<file path="config.mk">
export PLATFORM = sky130hd
export DESIGN_NAME = bcd_share_ctrl
export DESIGN_NICKNAME = d
export VERILOG_FILES = /design/src/rtl/bcd_share_ctrl.sv
export SDC_FILE = /design/constraint.sdc
export NUM_CORES = 1
export LEC_CHECK = 0
export ABC_AREA = 1
export BUFFER_PORTS_ARGS = -buffer_cell sky130_fd_sc_hd__buf_2
export CORE_MARGIN = 5
export CORE_UTILIZATION = 43
export DETAILED_ROUTE_END_ITERATION = 16
export PLACE_DENSITY = 0.75
export SYNTH_ARGS = -nofsm -noshare
export SYNTH_HDL_FRONTEND = slang
export SYNTH_SLANG_ARGS = --single-unit
export TNS_END_PERCENT = 50
</file>
<file path="constraint.sdc">
create_clock -name clk -period 1.2 [get_ports clk]
set_input_delay 0.18 -clock clk [delete_from_list [all_inputs] [get_ports clk]]
set_output_delay 0.18 -clock clk [all_outputs]
set_load 0.02 [all_outputs]
</file>
<file path="src/rtl/bcd_share_ctrl.sv">
// -----------------------------------------------------------------------------
// bcd_share_ctrl
//
// Shares one external combinational binary-to-BCD divider between the
// seconds, minutes and hours requesters. Requests are served round-robin.
// The granted channel's 6-bit value is latched and driven on div_bin. It is
// held there for SETTLE cycles. The divider's two digits are then captured
// into that channel's result register. Values above MAX_VAL are not stored;
// they are reported with range_err instead.
//
// Ports
//   clk, reset            : clock, synchronous active-high reset
//   req[2:0]              : level requests, [0]=sec [1]=min [2]=hour
//   bin_sec/min/hour[5:0] : binary values of the three channels
//   div_bin[5:0]          : operand driven to the divider
//   div_bcd_h/l[3:0]      : tens / units digits returned by the divider
//   ack[2:0]              : one-cycle one-hot completion pulse
//   range_err             : pulses with ack when the operand exceeded MAX_VAL
//   sec/min/hour_bcd[7:0] : {tens,units} result registers
//   busy                  : high whenever a transaction is in progress
// -----------------------------------------------------------------------------
module bcd_share_ctrl #(
    parameter int SETTLE  = 1,
    parameter int MAX_VAL = 59
) (
    input  logic       clk,
    input  logic       reset,
    input  logic [2:0] req,
    input  logic [5:0] bin_sec,
    input  logic [5:0] bin_min,
    input  logic [5:0] bin_hour,
    output logic [5:0] div_bin,
    input  logic [3:0] div_bcd_h,
    input  logic [3:0] div_bcd_l,
    output logic [2:0] ack,
    output logic       range_err,
    output logic [7:0] sec_bcd,
    output logic [7:0] min_bcd,
    output logic [7:0] hour_bcd,
    output logic       busy
);

    // The settle counter loads SETTLE-1 and counts down to zero.
    localparam int            CW       = (SETTLE > 1) ? $clog2(SETTLE) : 1;
    localparam logic [CW-1:0] CNT_LOAD = CW'(SETTLE - 1);
    localparam logic [6:0]    MAX_7    = 7'(MAX_VAL);

    typedef enum logic [1:0] {
        ST_IDLE  = 2'd0,
        ST_GRANT = 2'd1,
        ST_ACK   = 2'd2
    } state_t;

    state_t        state_q, state_d;
    logic [1:0]    ptr_q, ptr_d;
    logic [1:0]    chan_q, chan_d;
    logic [5:0]    operand_q, operand_d;
    logic [CW-1:0] cnt_q, cnt_d;
    logic [2:0]    ack_q, ack_d;
    logic          range_err_q, range_err_d;

    logic          capture;
    logic [1:0]    ptr_p1, ptr_p2, grant;
    logic [5:0]    grant_bin;
    logic          over_max;
    logic [23:0]   bcd_vec;

    function automatic logic [1:0] inc3(input logic [1:0] v);
        return (v == 2'd2) ? 2'd0 : v + 2'd1;
    endfunction

    // Round-robin search: ptr first, then ptr+1, then ptr+2 (mod 3).
    always_comb begin
        ptr_p1 = inc3(ptr_q);
        ptr_p2 = inc3(ptr_p1);
        if (req[ptr_q]) begin
            grant = ptr_q;
        end else if (req[ptr_p1]) begin
            grant = ptr_p1;
        end else begin
            grant = ptr_p2;
        end
        case (grant)
            2'd0:    grant_bin = bin_sec;
            2'd1:    grant_bin = bin_min;
            default: grant_bin = bin_hour;
        endcase
    end

    assign over_max = {1'b0, operand_q} > MAX_7;

    always_comb begin
        state_d     = state_q;
        ptr_d       = ptr_q;
        chan_d      = chan_q;
        operand_d   = operand_q;
        cnt_d       = cnt_q;
        ack_d       = 3'b000;
        range_err_d = 1'b0;
        capture     = 1'b0;
        case (state_q)
            ST_IDLE: begin
                if (|req) begin
                    chan_d    = grant;
                    operand_d = grant_bin;
                    cnt_d     = CNT_LOAD;
                    state_d   = ST_GRANT;
                end
            end
            ST_GRANT: begin
                if (cnt_q == '0) begin
                    // Last settle cycle: the divider output is stable now.
                    ack_d       = 3'b001 << chan_q;
                    range_err_d = over_max;
                    capture     = !over_max;
                    state_d     = ST_ACK;
                end else begin
                    cnt_d = cnt_q - 1'b1;
                end
            end
            ST_ACK: begin
                ptr_d   = inc3(chan_q);
                state_d = ST_IDLE;
            end
            default: state_d = ST_IDLE;
        endcase
    end

    always_ff @(posedge clk) begin
        if (reset) begin
            state_q     <= ST_IDLE;
            ptr_q       <= 2'd0;
            chan_q      <= 2'd0;
            operand_q   <= 6'd0;
            cnt_q       <= '0;
            ack_q       <= 3'b000;
            range_err_q <= 1'b0;
        end else begin
            state_q     <= state_d;
            ptr_q       <= ptr_d;
            chan_q      <= chan_d;
            operand_q   <= operand_d;
            cnt_q       <= cnt_d;
            ack_q       <= ack_d;
            range_err_q <= range_err_d;
        end
    end

    // One result register per channel; written only on a successful capture.
    genvar gi;
    generate
        for (gi = 0; gi < 3; gi++) begin : g_result
            logic [7:0] res_q, res_d;
            always_comb begin
                res_d = res_q;
                if (capture && (chan_q == 2'(gi))) begin
                    res_d = {div_bcd_h, div_bcd_l};
                end
            end
            always_ff @(posedge clk) begin
                if (reset) begin
                    res_q <= 8'h00;
                end else begin
                    res_q <= res_d;
                end
            end
            assign bcd_vec[gi*8 +: 8] = res_q;
        end
    endgenerate

    assign div_bin   = operand_q;
    assign ack       = ack_q;
    assign range_err = range_err_q;
    assign sec_bcd   = bcd_vec[7:0];
    assign min_bcd   = bcd_vec[15:8];
    assign hour_bcd  = bcd_vec[23:16];
    assign busy      = (state_q != ST_IDLE);

endmodule

</file>
; ---- Word level (Yosys, flattened, before mapping)
; Cells that the tools add are included.
; Widths: inputs -> output; s select.
[word_totals]
ff_bits = 41
input_bits = 31
output_inout_bits = 35
word_cells = 60
[op_classes]
n_addsub = 4
n_lt_le_gt_ge = 3
n_eq_ne = 9
n_shift = 1
muxes = 18
bitwise = 1
n_reduce_logical = 14
[op_table]
columns = op, n
row1 = $mux 2, 7
row2 = $pmux 6 s2, 1
row3 = $eq 2x2->1 const B, 4
row4 = $add 2x1->2 const B, 3
row5 = $eq 2x1->1 const B, 3
row6 = $gt 6x6->1 const B, 1
row7 = $logic_not 2->1, 3
row8 = $lt 2x3->1 const B, 2
row9 = $mux 1, 6
row10 = $reduce_and 2->1, 3
row11 = $reduce_or 3->1, 2
row12 = $bmux 1 s2, 2
row13 = $ne 2x2->1 const B, 2
row14 = $pmux 2 s2, 1
row15 = $reduce_bool 2->1, 2
row16 = $logic_and 1x1->1, 3
row17 = $shl 1x2->3 const A, 1
row18 = $pmux 1 s2, 1
row19 = $logic_not 1->1, 1
row20 = $not 1->1, 1
row21 = $sub 1x1->1 const B, 1

; ---- Depth between registers and ports, before layout
; Gate-level depths: netlist (run 1).
[logic_depth]
word_depth = 8
mapped_depth = 10
ltp_nobuf = 10

; ---- Worst setup path after synthesis (run 1)
; Ideal clock, no wire load.
[synth_path]
path_kind = register to register
startpoint = reg ptr_q[1]
endpoint = reg operand_q[1] (netlist: div_bin[1])
setup_ns = 0.117
arrival_ns = 1.143
required_ns = 1.083
path_slack_ns = -0.060
stages_incl_launch_ff = 10
path_buffers = 0
period_less_slack_ns = 1.260
path_cell_list = dfxtp_1 -> inv_2 -> nand3_1 -> nand2_2 -> a21oi_4 -> nand2_1 -> nand2_1 -> nand2_1 -> nor2_1 -> nor2_1
[synth_between]
elab_chain_len = 8
elab_cells_between_ends = 15
cone_classes = add/sub: 2 / eq/ne: 3 / mux: 9 / reduce/logical: 1
[synth_lines]
columns = item, line_no
row1 = "start, declared", 55  ; logic [1:0] ptr_q, ptr_d;
row2 = "start signal, assigned", 140  ; ptr_q <= ptr_d;
row3 = $add 2x1->2 or $eq 2x2->1 (tied branches), 69  ; return (v == 2'd2) ? 2'd0 : v + 2'd1;
row4 = $mux 2, 69
row5 = "$add 2x1->2, or another cell as far along", 69
row6 = $mux 2 or $mux 1 (tied branches), "69, 78"
row7 = $mux 2, 78  ; end else if (req[ptr_p1]) begin
row8 = $mux 2 (*), 76  ; if (req[ptr_q]) begin
row9 = $eq 2x1->1 or $logic_not 2->1 (tied branches), 83  ; case (grant)
row10 = $pmux 6 s2 (*), 83
row11 = "end signal, assigned", 142  ; operand_q <= operand_d;
row12 = "end, declared", 57  ; logic [5:0] operand_q, operand_d;
; Every way passes the cells marked *; elsewhere a longest branch is shown, timed or not. The select of a mux whose other input is x is not followed.
; A chain may end at the register's enable or synchronous reset.

; ---- Worst setup path after layout (run 1)
[layout_path]
startpoint = reg ptr_q[0]
endpoint = reg operand_q[2] (netlist: div_bin[2])
; The elaborated chain is that of the path after synthesis.

==> results.md, run 1 <==
* CTS max path bufs at 2
* Startpoint types: flop
* #FFs+latches synth at 40
* Final WL at 4529 µm
* RR Endpoint: div_bin[2]
* DR pass1 iterations at 4
* R2R Path Start: ptr_q[0]
* Req. time, crit path at between 1000 and 1500 ps
* Synth Cell Area at 1707 µm²
* Fraction of layout cells with a size suffix above 1 at ~45%
* Die area at 5329 µm²
* Crit path capture type: flop
* Sequential share of the synthesized area at 46.92%
* Syn avg cell area at 7.141 µm²
* DR DRC count at 0
* Wire per inst at 11.98 µm
* Antenna Cells at 0
* Final setup viols at 16
* Slew @ Worst Pin at approximately 250 ps
* Max frequency at 711.7 MHz
* Bufs and invs on worst path at 2
* Crit path max-delay family: simple AND/OR/NAND/NOR gates
* Final hold vios at 0
* Clk root buf: clkbuf_8
* Post-route ant nets at 0
* Row cnt at 23
* CP Depth at 11
* Filler Cell Count at 369
* Critical path cell sequence: inv_2, nand2_1, nand2_1, nand2_2, a21oi_4, buf_4, nor2_1, nor2_1, nand2_1, nor2_1, nor2_1
* Failing checks: negative setup slack
* Final Worst Setup Slack at -205.1 ps
* CTS sink count at 40
* Top-area cell type share of the netlist area at between 40% and 50%
* Vias after detailed routing at 1755
* Final Cell Area at 2504 µm²
* Syn-to-layout area delta at 46.70%
* CP Max Fanout at 6
* Kind of critical path: flop to flop
* Design Power at 3.265 mW
* Initial antenna violation count at 0
* Synth Instances at 239
* Layout Cells excl Fill at between 300 and 400
* Most common library cell in the layout ignoring fill and taps: buf_2
* Worst path max stage delay at between 300 and 400 ps
* Via-to-Cell Ratio at 4.643
* Die Span X at 73 µm
* Global placement routability congestion at roughly 0.96
* Min-Delay Path Depth at 2
* Synth cell types at 19
* Placed Cells at 362
* Io pins at 66
* H-tree Lvls at 2
* HPWL Detailed at approximately 3200 µm
* Initial core utilization at between 40% and 50%
* Yosys top cell by area: dfxtp_1
* CTS tree: yes
* Static Leak at 1.248 nW
* CP max-delay cell: dfxtp_4
* Later-pin clock latency in the skew report at 290 ps
* Cts bufs inserted at 5
* Final Skew at 5.731 ps
* Worst hold-check path type: input port to flop
* RSZ-0062 raised after global routing: true
* Largest net degree at the start of global routing at 26
* Chip Height at 73 µm
* Port bufs at 65
* Syn nets at 270
* Vias in the first global route at roughly 1600
* # nets final at 358
* Status: complete, but fails checks
* Commonest cells after routing, fill and taps aside: 64 x buf_2, 42 x inv_1, 33 x dfxtp_1
* Share of the cycle needed by the critical path after routing at 117.1%
* Grt total ovfl at 0
* Worst Setup SP: ptr_q[0]
* Worst VDD drop at 0.4518 mV
* Pwr dens at 1304 nW/µm²
* Top post-synthesis cells by area: dfxtp_1 47%, inv_1 9.7%, o21ai_0 8.8%
* Setup crit end: div_bin[2]
* First-pass GRT wire length at slightly below 7000 µm
* YS warnings at 0
* Clock period minus worst slack at 1405 ps
* Worst slew margin at 83.06%
* Gr usage total at roughly 16%
* Most used cell, CP: nor2_1
* Flop-to-flop setup slack at -210 ps
* Worst Reg-to-Reg Cells at 11
* Placed cell areas at 2208 µm²
* Std-Cell Core Area at 3914 µm²
* Final Slew Violations at 0
* Clk pin slew, worst setup/hold paths at about 80 ps
* Iter 0 DRT Violations at 84
* MaxCap Viol Count at 0
* CP Data Arrival Time at roughly 1600 ps
[sequential cells by signal (all words and copies together), names as in the netlist]
name / flops
ack: 3
chan_q: 2
div_bin: 6
hour_bcd: 8
min_bcd: 8
ptr_q: 2
range_err: 1
sec_bcd: 8
state_q: 2
[synthesized netlist by cell type]
cell,count
inv_1,44
nand3_4,1
buf_2,3
o21ai_0,30
o21ai_1,3
nor2_2,2
nand2_1,27
nand3_1,6
nand4_1,2
dfxtp_1,40
clkbuf_1,3
a21oi_4,1
or2_2,3
nand3_2,3
nand2_2,3
inv_2,4
nor3_1,1
nor2_1,35
a21oi_1,28
[worst min path at each step]
stage	from	to	slack, ps
finish	reset	ptr_q[1]	100
global route	reset	state_q[0]	110
CTS	reset	ptr_q[1]	80
detailed placement	reset	ptr_q[1]	400
global placement	reset	ptr_q[1]	400
floorplan	reset	ptr_q[1]	240
[worst reg2reg max path: cells and delay by family (launching register included)]
kind	cells	cell delay (ps)
and+or+nand+nor	8	490
DFF	1	380
buffers and inverters	2	220
AOI/OAI and AO/OA	1	210
[layer usage]
layer  vias to the layer above  track usage [%]  part of all wire [%]
li1                        926                -                     -
met1                       761            19.42                    42
met2                        64            26.61                    49
met3                         4            4.821                   8.2
met4                         0            5.943                   1.1
met5                         -                0                     0
[what timing repair did]
| action | 4_1_cts | 5_1_grt |
|---|---|---|
| pin swaps | 2 | 10 |
| gates cloned | 0 | 3 |
| hold buffers | 0 | 0 |
| resized for setup | 14 | 55 |
| buffers inserted | 1 | 4 |
| endpoints found under the setup margin | 29 | 33 |
[stage by stage]
step	hold WS (ps)	TNS, ps	worst slack (ps)	utilization [%]
after floorplan	245.0	-6.537	-3.269	-
after detailed placement	403.3	-1068	-109.4	56.43
after global routing	105.1	-3629	-230.3	63.97
after global placement	399.3	-800.0	-87.29	56.43
final	104.9	-1002	-205.1	63.97
after CTS	83.69	-468.9	-87.82	59.75
[logic make-up (layout without fill, tap and decap cells)]
logic type | count (synthesis) | count (layout) | share of synthesized area, %
AOI/OAI and AO/OA | 62 | 62 | 18.84
buffers and inverters | 54 | 143 | 12.10
DFF | 40 | 40 | 46.92
and+or+nand+nor | 83 | 83 | 22.14
[where the power goes]
| group | leakage (nW) | switching [mW] | internal, mW |
|---|---|---|---|
| clock network | 0.0479 | 0.465 | 0.405 |
| registers | 0.330 | 0.0676 | 1.44 |
| logic | 0.870 | 0.528 | 0.361 |
[area by class of cell]
type                            count  area, µm²  share of cell area, %
Clock buffer                        5      68.82                  2.749
Clock inverter                      3      18.77                 0.7496
Inverter                           48      182.7                  7.296
Multi-Input combinational cell    145      820.8                  32.78
Sequential cell                    40      814.5                  32.53
Tap cell                           50      62.56                  2.499
Timing Repair Buffer               87      535.5                  21.39
No activity file was read; power rests on OpenSTA's default activity.
==> run 2, diff against run 1 <==
--- a/config.mk
+++ b/config.mk
@@ -7,10 +7,12 @@
 export LEC_CHECK = 0
 export ABC_AREA = 1
 export BUFFER_PORTS_ARGS = -buffer_cell sky130_fd_sc_hd__buf_2
+export CORE_ASPECT_RATIO = 1.25
 export CORE_MARGIN = 5
-export CORE_UTILIZATION = 43
+export CORE_UTILIZATION = 48
+export CTS_CLUSTER_DIAMETER = 150
 export DETAILED_ROUTE_END_ITERATION = 16
-export PLACE_DENSITY = 0.75
+export PLACE_DENSITY = 0.79
 export SYNTH_ARGS = -nofsm -noshare
 export SYNTH_HDL_FRONTEND = slang
 export SYNTH_SLANG_ARGS = --single-unit
==> constraint.sdc (replaced) <==
create_clock -name clk -period 1.6 [get_ports clk]
set_input_delay 0.24 -clock clk [delete_from_list [all_inputs] [get_ports clk]]
set_output_delay 0.24 -clock clk [all_outputs]
set_load 0.02 [all_outputs]
==> run 2 against run 1 <==
Compared with the run above:
- the run now ends clean
- global-route usage decreased by 0.52 points
- sequential power down 26%
- worst hold slack improved by 53 ps
- final area down 12%
- wire length down 15%
- sequential cell count did not move
- power is 25% lower
- via count down 7.1%
- first-iteration DRC count increased by 9.5%
- clock skew is 1.3 ps higher
- clock power shrank 8.5%
- combinational power down 42%
==> results.md, run 2 (synthesis gave the netlist of run 1 again) <==
* Share of the cycle needed by the critical path after routing at 89.59% (-28 points)
* CP Max Fanout at 7 (+1)
* Placed cell areas at 2092 µm² (-5.3%)
* Clk pin slew, worst setup/hold paths at 70 ps (about the same)
* Slew @ Worst Pin at 248.6 ps (-4.719 ps)
* Post-route ant nets at 0 (unchanged)
* Final Skew at 6.982 ps (+1.250 ps)
* Status: complete, no violations
* Gr usage total at 15.51% (-0.52 points)
* Antenna Cells at 0 (unchanged)
* Static Leak at 1.141 nW (-8.6%)
* CTS sink count at 40 (unchanged)
* Worst slew margin at 83.40% (+0.34 points)
* Filler Cell Count at 336 (-8.9%)
* Crit path max-delay family: simple AND/OR/NAND/NOR gates
* Final Slew Violations at 0 (unchanged)
* # nets final at 341 (-4.7%)
* Met3 usage at 5.409% (+0.59 points)
* MaxCap Viol Count at 0 (unchanged)
* Worst Setup SP: ptr_q[0]
* Worst path max stage delay at 380 ps (about the same)
* Worst hold-check path type: input port to flop
* Grt total ovfl at 0 (unchanged)
* CTS max path bufs at 2 (unchanged)
* Die area at 4855 µm² (-8.9%)
* Critical path cell sequence: nor2_2, inv_1, nor2_1, nor2_2, nand3_2, nand2_2, nand2_1, nand2_1, nor2_1, nor2_1
* Final WL at 3846 µm (-15%)
* GRT met1 Usage at 17.23% (-2.2 points)
* Clock period minus worst slack at 1433 ps (+28.35 ps)
* Syn-to-layout area delta at 28.89%
* H-tree Lvls at 2 (unchanged)
* Kind of critical path: flop to flop
* Resized Gates After CTS at 0 (-14)
* Vias after detailed routing at 1631 (-7.1%)
* Die Span X at 63.33 µm (-13%)
* Design Power at 2.433 mW (-25%)
* Port bufs at 65 (unchanged)
* Later-pin clock latency in the skew report at 280 ps (about the same)
* Max frequency at 697.6 MHz (-2.0%)
* Vias in the first global route at 1456 (-7.1%)
* Startpoint types: flop
* Crit path capture type: flop
* Final core utilization at 63.70% (-0.27 points)
* DR DRC count at 0 (unchanged)
* Layout Cells excl Fill at 350 (-7.4%)
* CP Data Arrival Time at 1600 ps (about the same)
* Io pins at 66 (unchanged)
* Final Cell Area at 2200 µm² (-12%)
* Initial antenna violation count at 0 (unchanged)
* Clk root buf: clkbuf_8
* Std-Cell Core Area at 3453 µm² (-12%)
* Pre-CTS setup slack at 184.7 ps (+294.2 ps)
* Initial core utilization at 49.42% (+5.8 points)
* Iter 0 DRT Violations at 92 (+9.5%)
* Fin Setup TNS at 0 ps (+1002 ps)
* Req. time, crit path at 1770 ps (+380 ps)
* RSZ-0062 raised after global routing: false
* Pwr dens at 1106 nW/µm² (-15%)
* Global placement routability congestion at 0.7825 (-18%)
* Post-CTS Setup Bufs at 0 (-1)
* Final setup viols at 0 (-16)
* # hold bufs at CTS at 0 (unchanged)
* R2R Path Start: ptr_q[0]
* Wire per inst at 10.99 µm (-8.3%)
* Bufs and invs on worst path at 1 (-1)
* Final hold slack at 157.9 ps (+53.05 ps)
* Via-to-Cell Ratio at 4.660 (+0.37%)
* Commonest cells after routing, fill and taps aside: 65 x buf_2, 44 x inv_1, 40 x dfxtp_1
* Chip Height at 76.67 µm (+5.0%)
* Most common library cell in the layout ignoring fill and taps: buf_2
* Fraction of layout cells with a size suffix above 1 at 30.23% (-15 points)
* Top Usage Layer GRT: met2
* Largest net degree at the start of global routing at 20 (-23%)
* Worst VDD drop at 0.7200 mV (+59%)
* HPWL Detailed at 3066 µm (-3.1%)
* Hold_sp: reset
* Final Worst Setup Slack at 166.5 ps (+371.7 ps)
* Final hold vios at 0 (unchanged)
* CTS tree: yes
* Placed Cells at 342 (-5.5%)
* First-pass GRT wire length at 6341 µm (-6.2%)
* Cts bufs inserted at 5 (unchanged)
* CP max-delay cell: dfxtp_1
* Met2 GRT Util at 28.15% (+1.5 points)
* Row cnt at 24 (+4.3%)
* Most used cell, CP: nor2_1
* DR pass1 iterations at 4 (unchanged)
==> run 2: cell count changes in the layout (fill, tap and decap cells not counted), moves of 7 or more <==
cell / delta
buf_4: -8
o21ai_1: -13
nand2_1: +7
o21ai_2: -8
o21ai_0: +21
dfxtp_1: +7
buf_6: -8
==> run 2: final cells by class <==
cell class	count	area (µm²)	share of cell area [%]
clock inverters	2	35.03	1.593
flip-flops and latches	40	800.8	36.40
multi-input cells	145	699.4	31.80
inverters	48	180.2	8.191
well taps	39	48.80	2.218
repair buffers	70	362.8	16.50
clock buffers	6	72.57	3.299
==> run 2: final timing paths <==
path | to | slack [ps] | cells past startpoint
worst max-delay path | div_bin[2] | 170 | 10
worst min-delay path | ptr_q[1] | 160 | 2
worst max register to register | div_bin[2] | 170 | 10
worst min register to register | min_bcd[3] | 440 | 2
==> run 2: layer usage <==
metal	vias to the layer above	share of wire [%]
met4	0	0
met3	0	9.4
li1	892	-
met2	57	49
met1	682	41
met5	-	0
==> run 2: power by group <==
part / internal, mW / switching, mW / leakage [nW]
Combinational: 0.186 / 0.330 / 0.759
Clock: 0.463 / 0.332 / 0.0552
Sequential: 1.08 / 0.0443 / 0.327
==> run 3, diff against run 2 <==
--- a/config.mk
+++ b/config.mk
@@ -9,10 +9,10 @@
 export BUFFER_PORTS_ARGS = -buffer_cell sky130_fd_sc_hd__buf_2
 export CORE_ASPECT_RATIO = 1.25
 export CORE_MARGIN = 5
-export CORE_UTILIZATION = 48
+export CORE_UTILIZATION = 43
 export CTS_CLUSTER_DIAMETER = 150
 export DETAILED_ROUTE_END_ITERATION = 16
-export PLACE_DENSITY = 0.79
+export PLACE_DENSITY = 0.75
 export SYNTH_ARGS = -nofsm -noshare
 export SYNTH_HDL_FRONTEND = slang
 export SYNTH_SLANG_ARGS = --single-unit
==> constraint.sdc (replaced) <==
create_clock -name clk -period 1.3 [get_ports clk]
set_input_delay 0.195 -clock clk [delete_from_list [all_inputs] [get_ports clk]]
set_output_delay 0.195 -clock clk [all_outputs]
set_load 0.02 [all_outputs]
==> run 3 against run 2 <==
Compared with the run above:
- worst hold slack worse by 44 ps
- largest power group unchanged
- via count is 5.6% higher
- sequential share of layout area is 2.2 points lower
- sequential cell count stayed put
- wire length is 6.3% higher
- sequential power is 23% higher
- die area is 9.9% higher
- largest cell class unchanged
- cell count is 6.6% higher
- global-route usage is 0.85 points higher
- the flow now finishes with violations (negative setup slack)
- count of clock-buffer cells in the layout is 1 lower
- final area is 7.6% higher
==> results.md, run 3 (synthesis gave the netlist of run 1 again) <==
* Pre-CTS setup slack at -104.2 ps (-288.9 ps)
* Startpoint types: flop
* Share of the cycle needed by the critical path after routing at 103.0% (+13 points)
* Clk root buf: clkbuf_8
* Final Worst Setup Slack at -39.21 ps (-205.7 ps)
* Flop-to-flop setup slack at -40 ps (-210 ps)
* Syn-to-layout area delta at 38.64%
* Static Leak at 1.200 nW (+5.2%)
* Crit path max-delay family: flip-flops
* Pwr dens at 1369 nW/µm² (+24%)
* MaxCap Viol Count at 0 (unchanged)
* Gr usage total at 16.36% (+0.85 points)
* Antenna Cells at 0 (unchanged)
* R2R Path Start: ptr_q[0]
* Via-to-Cell Ratio at 4.619 (-0.87%)
* Crit path capture type: flop
* Critical path cell sequence: inv_2, nand2_1, nand2_1, nand2_2, a21oi_4, buf_4, buf_6, buf_6, a21oi_2
* Hold_sp: reset
* Wire per inst at 10.96 µm (-0.29%)
* H-tree Lvls at 2 (unchanged)
* Largest net degree at the start of global routing at 21 (+5.0%)
* Std-Cell Core Area at 3816 µm² (+11%)
* Sw Share at 27.61% (-1.4 points)
* Later-pin clock latency in the skew report at 280 ps (about the same)
* Placed cell areas at 2156 µm² (+3.1%)
* # nets final at 350 (+2.6%)
* Port bufs at 65 (unchanged)
* Combinational fraction of design power at 21.4% (+0.2 points)
* Clk pin slew, worst setup/hold paths at 70 ps (about the same)
* Internal power at 2.345 mW (+36%)
* Most common library cell in the layout ignoring fill and taps: buf_2
* CTS max path bufs at 2 (unchanged)
* Post-route ant nets at 0 (unchanged)
* Area of the multi-input gates at 733.2 µm² (+4.8%)
* CP Max Fanout at 6 (-1)
* RSZ-0062 raised after global routing: true
* Worst path max stage delay at 380 ps (about the same)
* Final Cell Area at 2366 µm² (+7.6%)
* Fin Setup TNS at -117.0 ps (-117.0 ps)
* Min-Delay Path Depth at 2 (unchanged)
* HPWL Detailed at 3094 µm (+0.91%)
* DR pass1 iterations at 4 (unchanged)
* Final hold vios at 0 (unchanged)
* CP max-delay cell: dfxtp_4
* CTS tree: yes
* Grt total ovfl at 0 (unchanged)
* Global placement routability congestion at 0.8991 (+15%)
* Worst Reg-to-Reg Cells at 9 (-1)
* Clk network pwr share at 35.9% (+3.2 points)
* CP Data Arrival Time at 1510 ps (-90 ps)
* Die Span X at 66.35 µm (+4.8%)
* Status: complete, but fails checks
* Vias after detailed routing at 1723 (+5.6%)
* Bufs and invs on worst path at 4 (+3)
* Max frequency at 746.7 MHz (+7.0%)
* Row cnt at 25 (+4.2%)
* Failing checks: negative setup slack
* Iter 0 DRT Violations at 73 (-21%)
* First-pass GRT wire length at 6803 µm (+7.3%)
* NetSw at 0.8945 mW (+27%)
* Initial antenna violation count at 0 (unchanged)
* Filler Cell Count at 390 (+16%)
* Layout Cells excl Fill at 373 (+6.6%)
* Kind of critical path: flop to flop
* Power share of the sequential group at 42.7% (-3.4 points)
* RR Endpoint: chan_q[1]
* Final Slew Violations at 0 (unchanged)
* Reg area at 808.3 µm² (+0.94%)
* CTS sink count at 40 (unchanged)
* Vias in the first global route at 1582 (+8.7%)
* Worst VDD drop at 0.6275 mV (-13%)
* Req. time, crit path at 1480 ps (-290 ps)
* Worst slew margin at 82.92% (-0.49 points)
* DR DRC count at 0 (unchanged)
* CP Depth at 9 (-1)
* Slew @ Worst Pin at 255.7 ps (+7.111 ps)
* Fraction of layout cells with a size suffix above 1 at 35.42% (+5.2 points)
* Chip Height at 80.44 µm (+4.9%)
* Die area at 5337 µm² (+9.9%)
* Final WL at 4087 µm (+6.3%)
* Worst hold-check path type: input port to flop
* Cts bufs inserted at 5 (unchanged)
* Io pins at 66 (unchanged)
* Final Skew at 4.910 ps (-2.071 ps)
* Commonest cells after routing, fill and taps aside: 65 x buf_2, 44 x inv_1, 38 x dfxtp_1
* WHS Endpoint: ptr_q[1]
* Final setup viols at 6 (+6)
* Initial core utilization at 44.72% (-4.7 points)
* Placed Cells at 363 (+6.1%)
* Clock period minus worst slack at 1339 ps (-94.25 ps)
run 3: cell type report:
| class | count | area share (%) |
|---|---|---|
| sequential | 40 | 34.16 |
| multi-input combinational | 145 | 30.99 |
| timing repair buffer | 79 | 18.83 |
| inverter | 48 | 7.721 |
| clock buffer | 5 | 2.909 |
| tap | 54 | 2.856 |
| clock inverter | 2 | 2.538 |
run 3: power by group through the flow:
stage                     logic (mW)  clock network (mW)  registers [mW]
final                          0.693                1.16            1.38
after global routing           0.776                1.26            1.40
after CTS                      0.673                1.19            1.38
after detailed placement       0.655                   0            1.41
after global placement         0.647                   0            1.41
after floorplan                0.320                   0            1.51
run 3: worst max path at each step:
| stage | slack (ps) | to | start |
|---|---|---|---|
| 2_1_floorplan | 40 | div_bin[1] | ptr_q[1] |
| 3_3_place_gp | -60 | div_bin[1] | ptr_q[1] |
| 3_5_place_dp | -100 | div_bin[5] | ptr_q[0] |
| 4_1_cts | -30 | div_bin[3] | ptr_q[1] |
| 5_1_grt | -140 | div_bin[4] | ptr_q[0] |
| 6_report | -40 | chan_q[1] | ptr_q[0] |
run 3: stage by stage:
step                power (mW)  util (%)  hold WS, ps
floorplan                1.831         -        267.4
CTS                      3.248     60.72        103.2
detailed placement       2.067     56.49        411.1
global placement         2.056     56.49        404.5
global route             3.429     62.00        115.8
finish                   3.240     62.00        113.5
run 3: timing repair:
item                       4_1_cts  5_1_grt
setup endpoints to repair        7       26
hold buffers                     0        0
buffers inserted                 2        2
pin swaps                        2        4
gates resized for setup          6       13
run 3: routing by layer:
metal	GRT usage, %	vias up	share of wire (%)
met2	31.38	53	52
met5	0	-	0
met4	5.488	0	1.2
met3	5.594	6	8.3
li1	-	905	-
met1	15.81	759	38
